$ cat src/rtl/cpu_sequencer.sv
// Multi-cycle control sequencer for the 12-bit CPU: fetch, decode, execute,
// memory and writeback phases, plus PC, branch resolution and retire counting.
module cpu_sequencer #(
   parameter int              PC_W     = 8,
   parameter logic [PC_W-1:0] RESET_PC = '0
) (
   input  logic            CLK,
   input  logic            RST_N,
   input  logic            RUN,
   output logic            IMEM_REQ,
   output logic [PC_W-1:0] IMEM_ADDR,
   input  logic            IMEM_ACK,
   input  logic [15:0]     IMEM_RDATA,
   output logic [15:0]     INST,
   input  logic            DEC_LD,
   input  logic            DEC_MW,
   input  logic            DEC_MD,
   input  logic            DEC_HLT,
   input  logic [2:0]      DEC_BS,
   input  logic [5:0]      DEC_OFF,
   input  logic            ALU_Z,
   input  logic            ALU_N,
   output logic            DMEM_REQ,
   output logic            DMEM_WE,
   input  logic            DMEM_ACK,
   output logic            RF_WE,
   output logic [PC_W-1:0] PC,
   output logic            HALTED,
   output logic [2:0]      STATE,
   output logic [15:0]     RETIRED
);

   typedef enum logic [2:0] {
      IDLE   = 3'd0,
      FETCH  = 3'd1,
      DECODE = 3'd2,
      EXEC   = 3'd3,
      MEM    = 3'd4,
      WB     = 3'd5,
      HALT   = 3'd6
   } state_t;

   localparam logic [PC_W-1:0] PC_ONE = PC_W'(1);

   state_t          state_q, state_d;
   logic [PC_W-1:0] pc_q, pc_next, off_ext;
   logic [15:0]     inst_q, retired_q;
   logic            taken_q, taken_now, use_taken, retire;

   always_comb begin
      taken_now = 1'b0;
      case (DEC_BS)
         3'b000:  taken_now = ALU_Z;
         3'b001:  taken_now = !ALU_Z;
         3'b010:  taken_now = !ALU_N;
         3'b011:  taken_now = ALU_N;
         default: taken_now = 1'b0;
      endcase
   end

   // Branches retire straight out of EXEC, before the registered flag exists.
   assign use_taken = (state_q == EXEC) ? taken_now : taken_q;
   assign off_ext   = PC_W'($signed(DEC_OFF));
   assign pc_next   = pc_q + PC_ONE + (use_taken ? off_ext : '0);

   always_comb begin
      state_d = state_q;
      retire  = 1'b0;
      case (state_q)
         IDLE:    if (RUN) state_d = FETCH;
         FETCH:   if (IMEM_ACK) state_d = DECODE;
         DECODE:  state_d = DEC_HLT ? HALT : EXEC;
         EXEC: begin
            if (DEC_MW || (DEC_MD && DEC_LD)) begin
               state_d = MEM;
            end else if (DEC_LD) begin
               state_d = WB;
            end else begin
               retire  = 1'b1;
               state_d = FETCH;
            end
         end
         // MW with LD is an illegal encoding and is handled as a plain store.
         MEM: begin
            if (DMEM_ACK) begin
               if (DEC_MW) begin
                  retire  = 1'b1;
                  state_d = FETCH;
               end else begin
                  state_d = WB;
               end
            end
         end
         WB: begin
            retire  = 1'b1;
            state_d = FETCH;
         end
         HALT:    state_d = HALT;
         default: state_d = IDLE;
      endcase
   end

   always_ff @(posedge CLK or negedge RST_N) begin
      if (!RST_N) state_q <= IDLE;
      else        state_q <= state_d;
   end

   always_ff @(posedge CLK or negedge RST_N) begin
      if (!RST_N) begin
         pc_q      <= RESET_PC;
         inst_q    <= '0;
         retired_q <= '0;
         taken_q   <= 1'b0;
      end else begin
         if (state_q == FETCH && IMEM_ACK) inst_q <= IMEM_RDATA;
         if (state_q == EXEC) taken_q <= taken_now;
         if (retire) begin
            pc_q      <= pc_next;
            retired_q <= retired_q + 16'd1;
         end
      end
   end

   assign IMEM_REQ  = (state_q == FETCH);
   assign IMEM_ADDR = pc_q;
   assign INST      = inst_q;
   assign DMEM_REQ  = (state_q == MEM);
   assign DMEM_WE   = (state_q == MEM) && DEC_MW;
   assign RF_WE     = (state_q == WB);
   assign PC        = pc_q;
   assign HALTED    = (state_q == HALT);
   assign STATE     = state_q;
   assign RETIRED   = retired_q;

endmodule

$ cat config.mk
export PLATFORM = sky130hd
export DESIGN_NAME = cpu_sequencer
export DESIGN_NICKNAME = d
export VERILOG_FILES = /design/src/rtl/cpu_sequencer.sv
export SDC_FILE = /design/constraint.sdc
export NUM_CORES = 1
export LEC_CHECK = 0
export BUFFER_PORTS_ARGS = -buffer_cell sky130_fd_sc_hd__buf_2
export CAP_MARGIN = 25
export CORE_MARGIN = 4
export CORE_UTILIZATION = 35
export CTS_CLUSTER_SIZE = 12
export DETAILED_ROUTE_END_ITERATION = 6
export HOLD_SLACK_MARGIN = 0.03
export PLACE_DENSITY = 0.68
export SYNTH_ARGS = -nofsm -noshare
export SYNTH_HDL_FRONTEND = slang
export SYNTH_SLANG_ARGS = --single-unit
$ cat constraint.sdc
create_clock -name CLK -period 2.9 [get_ports CLK]
set_input_delay 0.29 -clock CLK [delete_from_list [all_inputs] [get_ports CLK]]
set_output_delay 0.29 -clock CLK [all_outputs]
set_load 0.03 [all_outputs]
# --- Word-level counts from Yosys, hierarchy flattened ---
# Index checks and enable logic that the tools add are counted.
totals:
  register_bits: 44
  latchBits: 0
  ram_bits: 0
  romBits: 0
  input_bits: 36
  output_inout_bits: 56
  elab_cells: 45
  mem_count: 0
op_classes:
  n_addsub: 3
  n_mul: 0
  div: 0
  n_lt_le_gt_ge: 0
  eq_ne: 12
  shift: 0
  muxes: 16
  bitwise_logic: 0
  reduce_logical: 9
ops:
  columns: ["cell", "count"]
  rows:
  - ["$mux W3", 7]
  - ["$pmux W3 S7", 1]
  - ["$add A16 B1 Y16 const B", 1]
  - ["$eq A3 B2 Y1 const B", 4]
  - ["$eq A3 B3 Y1 const B", 3]
  - ["$add A8 B1 Y8 const B", 1]
  - ["$add A8 B8 Y8", 1]
  - ["$mux W8", 1]
  - ["$eq A3 B1 Y1 const B", 2]
  - ["$logic_not A3 Y1", 2]
  - ["$mux W1", 5]
  - ["$ne A2 B1 Y1 const B", 2]
  - ["$pmux W1 S4", 1]
  - ["$logic_and A1 B1 Y1", 3]
  - ["$pmux W1 S3", 1]
  - ["$reduce_and A3 Y1", 1]
  - ["$logic_not A1 Y1", 2]
  - ["$ne A2 B2 Y1 const B", 1]
  - ["$logic_or A1 B1 Y1", 1]

# --- Depth between registers and ports, before layout ---
# Gate-level depths: netlist of run 1.
depth:
  ltp_word: 5
  depth_mapped: 13
  depth_no_buf: 12

# --- Least setup slack after synthesis of run 1 ---
# Ideal clock, no wire load.
synth_timing:
  path_kind: "flip-flop to flip-flop"
  startpoint: "reg state_q[2], in the netlist STATE[2]"
  endpoint: "reg pc_q[6], in the netlist IMEM_ADDR[6]"
  setup_time_ns: 0.125
  t_arrival_ns: 2.790
  required_time_ns: 2.775
  slack_ns: -0.015
  path_stages_with_launch: 13
  n_path_buf: 1
  synth_period_minus_slack_ns: 2.915
  path_cell_list: "dfrtp_1 -> buf_2 -> nand3b_1 -> o41ai_4 -> nand2_1 -> ha_1 -> fa_1 -> inv_1 -> a21o_1 -> a21oi_1 -> o21ai_0 -> xor2_1 -> mux2_2"
synth_between:
  elab_chain_len: 4
  word_cells_on_any_way: 7
  classes_between: "1 x add/sub; 3 x eq/ne; 3 x mux"
synth_lines:
  columns: ["element", "line_no", "rtl"]
  rows:
  - ["from (decl)", "45", "state_t state_q, state_d;"]
  - ["from (signal assigned)", "105", "else state_q <= state_d;"]
  - ["$eq A3 B2 Y1", "62", "assign use_taken = (state_q == EXEC) ? taken_now : taken_q;"]
  - ["$mux W1", null, null]
  - ["via use_taken", "48", "logic taken_q, taken_now, use_taken, retire;"]
  - ["$mux W8", "64", "assign pc_next = pc_q + PC_ONE + (use_taken ? off_ext : '0);"]
  - ["$add A8 B8 Y8", "64", null]
  - ["to (signal assigned)", "118", "pc_q <= pc_next;"]
  - ["to (decl)", "46", "logic [PC_W-1:0] pc_q, pc_next, off_ext;"]
# The timed path passes the listed nets, and every way through them passes these cells.
# A chain may end at the register's enable or synchronous reset.

# --- Worst setup path in the final report of run 1 ---
layout_timing:
  startpoint: "reg state_q[2], in the netlist STATE[2]"
  endpoint: "reg pc_q[7], in the netlist IMEM_ADDR[7]"
# The elaborated chain is that of the path after synthesis.

==> results of run 1 <==
-- worst reg2reg max path, stage by stage, from the launching register on --
cell and delay, ns:
dfrtp_2 0.40, nand3b_1 0.22, o41ai_4 0.34, nand2_1 0.16
inv_1 0.08, ha_1 0.21, nor2b_1 0.14, nor3_1 0.19
o21ai_0 0.17, o311ai_0 0.32, mux2i_1 0.14, xor2_1 0.15
-- per-stage QoR --
step	power, mW	hold WS (ns)	area [um2]	std cells
CTS	3.48	0.183	2950	380
floorplan	2.52	-0.00559	2330	213
global placement	2.97	0.463	2830	372
global route	3.71	0.195	2980	382
detailed placement	2.99	0.464	2830	372
finish	3.43	0.218	2980	382
-- kinds of logic after synthesis --
kind of cell / share of synthesized area
adder cells (fa/ha/maj): 0.0516
multiplexers: 0.100
XOR/XNOR: 0.0789
flip-flops: 0.473
AND/OR/NAND/NOR: 0.140
AO/OA/AOI/OAI: 0.102
buffers and inverters: 0.0548
-- state kept, by name, indices dropped and copies added, names as in the netlist --
register	cells
RETIRED	16
taken_q	1
INST	16
IMEM_ADDR	8
STATE	3
-- path summary, 6_finish.rpt --
check / to / slack (ns) / cells past startpoint
setup / recovery: IMEM_ADDR[7]$_DFFE_PN0P_ / 0.27 / 11
hold / removal: INST[4]$_DFFE_PN0P_ / 0.22 / 2
setup reg to reg: IMEM_ADDR[7]$_DFFE_PN0P_ / 0.27 / 11
hold reg to reg: RETIRED[15]$_DFFE_PN0P_ / 0.48 / 1
max in group asynchronous: INST[10]$_DFFE_PN0P_ / 2.00 / 3
min in group asynchronous: RETIRED[1]$_DFFE_PN0P_ / 0.42 / 2
-- cell type report --
| cell class | count | area share |
|---|---|---|
| multi-input combinational | 145 | 0.370 |
| clock buffer | 5 | 0.0231 |
| clock inverter | 3 | 0.0160 |
| tap | 77 | 0.0324 |
| inverter | 10 | 0.0126 |
| timing repair buffer | 98 | 0.176 |
| sequential | 44 | 0.370 |
-- what timing repair did --
item / 4_1_cts / 5_1_grt
endpoints found under the hold margin: 0 / 13
hold buffers: 0 / 1
setup endpoints to repair: 0 / 2
-- power by group --
| group | internal [mW] | switching (mW) | total, mW |
|---|---|---|---|
| registers | 0.844 | 0.167 | 1.01 |
| logic | 0.725 | 1.22 | 1.95 |
| clock network | 0.260 | 0.218 | 0.477 |
| total | 1.83 | 1.61 | 3.43 |
-- cells in the final DEF (no fill, tap or decap), types with 2 or more instances in the layout --
cell and instances:
buf_2 91, dfrtp_1 43, mux2_2 19, nor2_1 17, a21oi_1 13, nand2_1 12, xnor2_1 11, inv_1 10
xor2_1 10, ha_1 8, nand3_1 6, o21ai_0 5, clkbuf_8 5, buf_4 5, and2_1 4, nor2b_1 3
nor3_1 3, and3_1 3, nand2b_1 3, nand4_1 3, nand3b_1 2, mux2i_1 2, o32ai_1 2, o211ai_1 2
nor2_2 2, a21o_1 2, clkinv_4 2
-- per-layer routing --
| metal | track usage | vias up | routed length [um] |
|---|---|---|---|
| met4 | 0.0325 | 0 | 35 |
| met5 | 0 | - | 0 |
| met2 | 0.207 | 59 | 2290 |
| met1 | 0.162 | 835 | 2230 |
| li1 | - | 909 | - |
| met3 | 0.0356 | 4 | 374 |
==> impl_metrics.csv, run 1 <==
group,metric,value,unit
run_status,status,"finished, final reports clean",
detailed_routing,vias_per_cell,4.73,
sta,max-slew-margin-rel,0.532,
sta,rsz0062_at_grt,"no",
sta,period_share,0.906,
sta,layout_setup_ws,0.273,ns
cts,clk_pin_slew,0.09,ns
sta,drv_slew,0,
worst_setup_path,critPathKind,"register to register",
global_route,grt_pass1_wl,7910,um
global_route,grt_max_degree,45,
detailed_routing,dr.pass1.iters,4,
logic_synthesis,synth_top_area_share,0.473,
sta,hold_violations,0,
worst_setup_path,r2r-start,"STATE[2]$_DFFE_PN0P_",
worst_setup_path,cp_num_buf_inv,1,
final_layout,multiInputGateArea,1100,um2
sta,tightestPinTransition,0.703,ns
cts,cts_buffers,5,
logic_synthesis,synthArstFlopShare,1.00,
logic_synthesis,netlist_area,2330,um2
cts,cts_setup_buffers,0,
floorplanning,fp.dieW,89.6,um
sta,finalSetupTns,0,ns
detailed_routing,drt_iter0_drc,21,
worst_setup_path,path_cells,"nand3b_1 -> o41ai_4 -> nand2_1 -> inv_1 -> ha_1 -> nor2b_1 -> nor3_1 -> o21ai_0 -> o311ai_0 -> mux2i_1 -> xor2_1",
logic_synthesis,synthTopCellsByArea,"dfrtp_1 47%, mux2_2 9.2%, ha_1 4.3%",
floorplanning,core,6420,um2
worst_setup_path,cpPeakStageDelay,0.40,ns
final_layout,n_fill_cell,600,
logic_synthesis,yosysWarnings,0,
detailed_routing,totalWireLength,4940,um
worst_setup_path,critPathArrivalTime,2.80,ns
cts,clkLatencyLatePin,0.29,ns
logic_synthesis,synth_edf_count,0,
final_layout,syn_to_final_growth,27.8,%
logic_synthesis,yosys-top-cells-count,"44 x dfrtp_1, 19 x mux2_2, 17 x nor2_1",
logic_synthesis,synth.most_common_cell,"dfrtp_1",
floorplanning,pin_count,92,
sta,setup_violations,0,
worst_setup_path,crit_family,"compound AO/OA/AOI/OAI gates",
detailed_routing,antenna_left,0,
power_and_ir_drop,p_per_area,1150,nW/um2
sta,max_freq,381,MHz
placement,dp_slack,0.123,ns
hold_path,hold_path_class,"input port to register",
sta,post-route-min-period,2.63,ns
floorplanning,dieArea,8030,um2
cts,cts_tree,"yes",
logic_synthesis,syn_nets,258,
cts,cts_max_path_buffers,2,
hold_path,min_from,"IMEM_RDATA[4]",
logic_synthesis,synth.distinct_cells,38,
final_layout,postLayoutCoreUtil,0.463,
detailed_routing,drcViolationCount,0,
power_and_ir_drop,ir_worst_vdd,0.573,mV
logic_synthesis,synth.avg_cell_area,10.9,um2
global_route,grt_usage,0.125,
job,maxCapViolCount,0,
worst_setup_path,crit_required,3.07,ns
placement,portBuffers,91,
worst_setup_path,startpoint,"STATE[2]$_DFFE_PN0P_",
worst_setup_path,cp_max_fo,5,
floorplanning,die_h,89.6,um
logic_synthesis,synth_largest_area_cell,"dfrtp_1",
logic_synthesis,synth-seq-area-share,0.473,
cts,cts_resized,0,
final_layout,diodes,0,
worst_setup_path,cp-end-kind,"register",
placement,dpl.hpwl,3790,um
logic_synthesis,synth-seq-cells,44,
final_layout,regArea,1100,um2
sta,skew,0.0111,ns
global_route,antenna_found_initial,0,
logic_synthesis,syn_inst,213,
cts,cts_sinks,44,
detailed_routing,vias,1807,
cts,clockRootBuffer,"clkbuf_8",
worst_setup_path,start_kind,"register",
detailed_routing,avgRoutedWirePerCell,12.9,um
worst_setup_path,cp_slowest_cell,"dfrtp_2",
final_layout,drive_gt1_frac,0.433,
logic_synthesis,synthFlopType,"dfrtp_1",
power_and_ir_drop,p_leak,1.51,nW
global_route,grt_pass1_vias,1739,
cts,h-tree-depth,2,
floorplanning,rows,29,
final_layout,nNetsFinal,349,
floorplanning,start_util,0.363,
global_route,grt_overflow_total,0,
placement,place.gp.congestion,0.785,
(Power assumes the default switching activity.)
==> run 2: changes to the inputs <==
--- a/config.mk
+++ b/config.mk
@@ -13,6 +13,8 @@
 export DETAILED_ROUTE_END_ITERATION = 6
 export HOLD_SLACK_MARGIN = 0.03
 export PLACE_DENSITY = 0.68
+export RECOVER_POWER = 50
+export SETUP_SLACK_MARGIN = 0.3
 export SYNTH_ARGS = -nofsm -noshare
 export SYNTH_HDL_FRONTEND = slang
 export SYNTH_SLANG_ARGS = --single-unit
==> impl_metrics.csv, run 2 (synthesized netlist as in run 1, its figures left out) <==
group,metric,value,unit
cts,cts_sinks,44,
worst_setup_path,r2r_slack,0.33,ns
sta,layout_setup_ws,0.333,ns
power_and_ir_drop,p_per_area,1160,nW/um2
global_route,grt_pass1_vias,1696,
sta,max-slew-margin-rel,0.545,
final_layout,multiInputGateArea,1140,um2
detailed_routing,totalWireLength,4980,um
sta,max_freq,390,MHz
worst_setup_path,critPathKind,"register to register",
detailed_routing,drcViolationCount,0,
worst_setup_path,crit_end,"IMEM_ADDR[7]$_DFFE_PN0P_",
sta,post-route-min-period,2.57,ns
sta,period_share,0.885,
final_layout,drive_gt1_frac,0.372,
cts,cts_max_path_buffers,2,
cts,clkLatencyLatePin,0.29,ns
global_route,grt_usage,0.122,
worst_setup_path,cp_max_fo,7,
sta,skew,0.00351,ns
run_status,status,"finished, final reports clean",
final_layout,regArea,1100,um2
power_and_ir_drop,p_leak,1.45,nW
detailed_routing,dr.pass1.iters,4,
worst_setup_path,crit_required,3.08,ns
placement,dpl_cell_area,2850,um2
floorplanning,die_h,89.6,um
detailed_routing,antenna_left,0,
worst_setup_path,cp_slowest_cell,"dfrtp_2",
detailed_routing,vias_per_cell,4.71,
floorplanning,start_util,0.363,
final_layout,diodes,0,
global_route,antenna_found_initial,0,
final_layout,nNetsFinal,353,
sta,hold_violations,0,
power_and_ir_drop,ir_worst_vdd,0.669,mV
sta,setup_violations,0,
cts,cts_tree,"yes",
final_layout,layout_commonest_cell,"buf_2",
sta,rsz0062_at_grt,"yes",
final_layout,final_area,3010,um2
worst_setup_path,r2r-end,"IMEM_ADDR[7]$_DFFE_PN0P_",
worst_setup_path,start_kind,"register",
floorplanning,core,6420,um2
cts,clk_pin_slew,0.09,ns
hold_path,hold_path_class,"input port to register",
worst_setup_path,startpoint,"STATE[2]$_DFFE_PN0P_",
final_layout,mostFrequentLayoutCells,"63 x buf_2, 43 x dfrtp_1, 28 x clkbuf_1, 18 x mux2_2, 17 x nor2_1",
placement,dpl.hpwl,3730,um
sta,drv_slew,0,
worst_setup_path,r2r-start,"STATE[2]$_DFFE_PN0P_",
worst_setup_path,critPathArrivalTime,2.74,ns
cts,cts_buffers,5,
final_layout,syn_to_final_growth,29.2,%
floorplanning,dieArea,8030,um2
placement,portBuffers,91,
final_layout,n_fill_cell,628,
global_route,grt_overflow_total,0,
detailed_routing,avgRoutedWirePerCell,12.9,um
cts,h-tree-depth,2,
floorplanning,pin_count,92,
worst_setup_path,cp-end-kind,"register",
global_route,grt_max_degree,45,
power_and_ir_drop,power.total,3.50,mW
job,maxCapViolCount,0,
worst_setup_path,cpPeakStageDelay,0.40,ns
sta,finalSetupTns,0,ns
global_route,grt_pass1_wl,7630,um
floorplanning,fp.dieW,89.6,um
floorplanning,rows,29,
worst_setup_path,path_cells,"nand3b_1 -> o41ai_4 -> nand2_1 -> inv_1 -> ha_1 -> nor2b_4 -> nor3_2 -> o21ai_1 -> o311ai_1 -> mux2i_1 -> xor2_1",
detailed_routing,vias,1817,
cts,clockRootBuffer,"clkbuf_8",
placement,dp_slack,0.198,ns
final_layout,postLayoutCoreUtil,0.469,
placement,place.gp.congestion,0.785,
detailed_routing,drt_iter0_drc,47,
worst_setup_path,rr_worst_depth,11,
sta,tightestPinTransition,0.682,ns
## run 2: cell count changes in the layout (fill, tap and decap cells not counted), sizes merged
cell / delta
buf: -24
clkinvlp: +1
inv: +1
clkbuf: +28
clkinv: -2
## run 2: cell type report
cell class                 count  area share
sequential                    44       0.366
timing repair buffer         102       0.172
multi-input combinational    145       0.379
clock buffer                   5      0.0229
tap                           77      0.0320
inverter                      10      0.0125
clock inverter                 3      0.0154
## run 2: repair_timing
item | CTS | global route
resized for setup | 0 | 5
hold buffers | 0 | 1
endpoints found under the setup margin | 2 | 3
pin swaps | 1 | 0
endpoints found under the hold margin | 0 | 7
buffers inserted | 0 | 4
## run 2: metrics by stage
stage | hold WS [ns] | std cells
CTS | 0.191 | 380
floorplan | -0.00559 | 213
global route | 0.212 | 386
finish | 0.222 | 386
global placement | 0.451 | 372
detailed placement | 0.464 | 372
## run 2: critical path, delay by kind of cell (launching register included)
| family | cells | cell delay, ns |
|---|---|---|
| AND/OR/NAND/NOR | 4 | 0.70 |
| multiplexers | 1 | 0.12 |
| buffers and inverters | 1 | 0.09 |
| XOR/XNOR | 1 | 0.15 |
| adder cells (fa/ha/maj) | 1 | 0.22 |
| flip-flops | 1 | 0.40 |
| AO/OA/AOI/OAI | 3 | 0.78 |
## run 2: worst min path at each step
stage | endpoint | slack [ns] | cells after the start | from
after floorplan | IMEM_ADDR[0]$_DFFE_PN0P_ | -0.006 | 0 | RST_N
after global placement | RETIRED[15]$_DFFE_PN0P_ | 0.45 | 1 | RETIRED[15]$_DFFE_PN0P_
after detailed placement | RETIRED[15]$_DFFE_PN0P_ | 0.46 | 1 | RETIRED[15]$_DFFE_PN0P_
after CTS | IMEM_ADDR[1]$_DFFE_PN0P_ | 0.19 | 1 | RST_N
after global routing | INST[0]$_DFFE_PN0P_ | 0.21 | 2 | IMEM_RDATA[0]
final | STATE[2]$_DFFE_PN0P_ | 0.22 | 2 | DMEM_ACK
## run 2: routing by layer
metal | wire [um] | track usage
met1 | 2310 | 0.159
met2 | 2260 | 0.198
met3 | 384 | 0.0319
met4 | 23 | 0.0365
met5 | 0 | 0
## run 2: power by group
part	total, mW	switching (mW)	internal [mW]
clock network	0.473	0.213	0.259
registers	1.01	0.169	0.845
logic	2.02	1.26	0.752
==> run 3: changes to the inputs <==
--- a/config.mk
+++ b/config.mk
@@ -7,12 +7,11 @@
 export LEC_CHECK = 0
 export BUFFER_PORTS_ARGS = -buffer_cell sky130_fd_sc_hd__buf_2
 export CAP_MARGIN = 25
-export CORE_MARGIN = 4
-export CORE_UTILIZATION = 35
+export CORE_UTILIZATION = 44
 export CTS_CLUSTER_SIZE = 12
 export DETAILED_ROUTE_END_ITERATION = 6
 export HOLD_SLACK_MARGIN = 0.03
-export PLACE_DENSITY = 0.68
+export PLACE_DENSITY = 0.81
 export RECOVER_POWER = 50
 export SETUP_SLACK_MARGIN = 0.3
 export SYNTH_ARGS = -nofsm -noshare
==> impl_metrics.csv, run 3 (synthesized netlist as in run 1, its figures left out) <==
group,metric,value,unit
global_route,antenna_found_initial,0,
sta,finalSetupTns,0,ns
cts,cts_sinks,44,
worst_setup_path,path_cells,"nand3b_1 -> o41ai_4 -> buf_4 -> nand2_2 -> ha_4 -> fa_2 -> inv_2 -> a21o_1 -> a21oi_2 -> o21ai_1 -> xor2_1 -> mux2_2",
worst_setup_path,cp_slowest_cell,"dfrtp_2",
sta,skew,0.00636,ns
worst_setup_path,r2r_slack,0.36,ns
power_and_ir_drop,ir_worst_vdd,0.615,mV
cts,cts_buffers,5,
final_layout,nNetsFinal,351,
floorplanning,start_util,0.456,
final_layout,regArea,1100,um2
worst_setup_path,critPathArrivalTime,2.72,ns
detailed_routing,avgRoutedWirePerCell,12.4,um
global_route,grt_overflow_total,0,
detailed_routing,vias_per_cell,4.92,
hold_path,hold_path_class,"input port to register",
sta,period_share,0.875,
floorplanning,dieArea,5590,um2
floorplanning,rows,26,
cts,clkLatencyLatePin,0.29,ns
worst_setup_path,start_kind,"register",
sta,post-route-min-period,2.54,ns
detailed_routing,dr.pass1.iters,4,
worst_setup_path,cpPeakStageDelay,0.40,ns
global_route,grtUsageMet1,0.189,
cts,cts_tree,"yes",
sta,tightestPinTransition,1.22,ns
final_layout,mostFrequentLayoutCells,"63 x buf_2, 43 x dfrtp_1, 28 x clkbuf_1, 19 x mux2_2, 17 x nor2_1",
worst_setup_path,crit_required,3.08,ns
final_layout,instances_no_fill,377,
placement,dpl.hpwl,3600,um
floorplanning,die_h,74.8,um
placement,portBuffers,91,
final_layout,drive_gt1_frac,0.371,
global_route,use_met2,0.308,
worst_setup_path,critPathKind,"register to register",
power_and_ir_drop,power.total,3.51,mW
global_route,grt_max_degree,45,
detailed_routing,antenna_left,0,
sta,setup_violations,0,
global_route,busiest_layer,"met2",
placement,place.gp.congestion,0.840,
global_route,met3_usage,0.0415,
placement,dp.cells,365,
cts,h-tree-depth,2,
power_and_ir_drop,p_per_area,1170,nW/um2
cts,cts_max_path_buffers,2,
global_route,grt_pass1_wl,7080,um
final_layout,diodes,0,
final_layout,n_fill_cell,469,
sta,rsz0062_at_grt,"yes",
sta,hold_violations,0,
sta,drv_slew,0,
worst_setup_path,cp_max_fo,4,
floorplanning,fp.dieW,74.8,um
sta,max-slew-margin-rel,0.188,
detailed_routing,totalWireLength,4680,um
detailed_routing,vias,1855,
sta,max_freq,394,MHz
worst_setup_path,cp-end-kind,"register",
cts,clk_pin_slew,0.08,ns
detailed_routing,drcViolationCount,0,
floorplanning,core,5110,um2
job,maxCapViolCount,0,
global_route,grt_pass1_vias,1631,
final_layout,multiInputGateArea,1140,um2
detailed_routing,drt_iter0_drc,97,
placement,dpl_cell_area,2840,um2
run_status,status,"finished, final reports clean",
final_layout,final_area,3000,um2
final_layout,syn_to_final_growth,28.8,%
global_route,grt_usage,0.167,
final_layout,layout_commonest_cell,"buf_2",
power_and_ir_drop,p_leak,1.45,nW
cts,clockRootBuffer,"clkbuf_8",
floorplanning,pin_count,92,
run 3: layout make-up:
cell class | count | share of cell area
timing repair buffer | 100 | 0.170
tap | 70 | 0.0292
clock buffer | 7 | 0.0321
inverter | 10 | 0.0125
multi-input combinational | 145 | 0.379
clock inverter | 1 | 0.0100
sequential | 44 | 0.367
run 3: report_power, final:
| part | internal (mW) | switching [mW] |
|---|---|---|
| clock | 0.304 | 0.197 |
| combinational | 0.734 | 1.26 |
| sequential | 0.845 | 0.173 |
run 3: worst max-delay path, delay by kind of cell (launching register included):
family	cells	cell delay, ns
compound gates	4	0.63
xor+xnor	1	0.08
fa+ha+maj	2	0.54
buf+inv	2	0.24
flops	1	0.40
mux	1	0.26
simple gates	2	0.29
run 3: worst paths after layout:
kind / start / endpoint / cells past startpoint
hold / removal: IMEM_RDATA[9] / INST[9]$_DFFE_PN0P_ / 2
setup / recovery: STATE[2]$_DFFE_PN0P_ / IMEM_ADDR[6]$_DFFE_PN0P_ / 12
min in group asynchronous: RST_N / RETIRED[8]$_DFFE_PN0P_ / 2
hold reg to reg: RETIRED[15]$_DFFE_PN0P_ / RETIRED[15]$_DFFE_PN0P_ / 1
max in group asynchronous: RST_N / INST[13]$_DFFE_PN0P_ / 2
setup reg to reg: STATE[2]$_DFFE_PN0P_ / IMEM_ADDR[6]$_DFFE_PN0P_ / 12
run 3: per-stage QoR:
| step | utilization | hold slack [ns] | worst slack [ns] |
|---|---|---|---|
| 3_5_place_dp | 0.556 | 0.462 | 0.149 |
| 3_3_place_gp | 0.556 | 0.462 | 0.283 |
| 4_1_cts | 0.584 | 0.175 | 0.342 |
| 5_1_grt | 0.588 | 0.225 | 0.229 |
| 6_report | 0.588 | 0.234 | 0.363 |
| 2_1_floorplan | - | -0.00559 | 0.114 |
run 3: what timing repair did:
action,4_1_cts,5_1_grt
endpoints found under the hold margin,0,21
setup buffers,2,0
setup endpoints to repair,2,2
pin swaps,1,1
resized for setup,0,5
hold buffers,0,1
run 3: metal layers:
layer	share of wire	vias up	wire [um]
met2	0.49	65	2310
met5	0	-	0
li1	-	911	-
met3	0.059	5	277
met4	0.0094	0	44
met1	0.44	874	2050
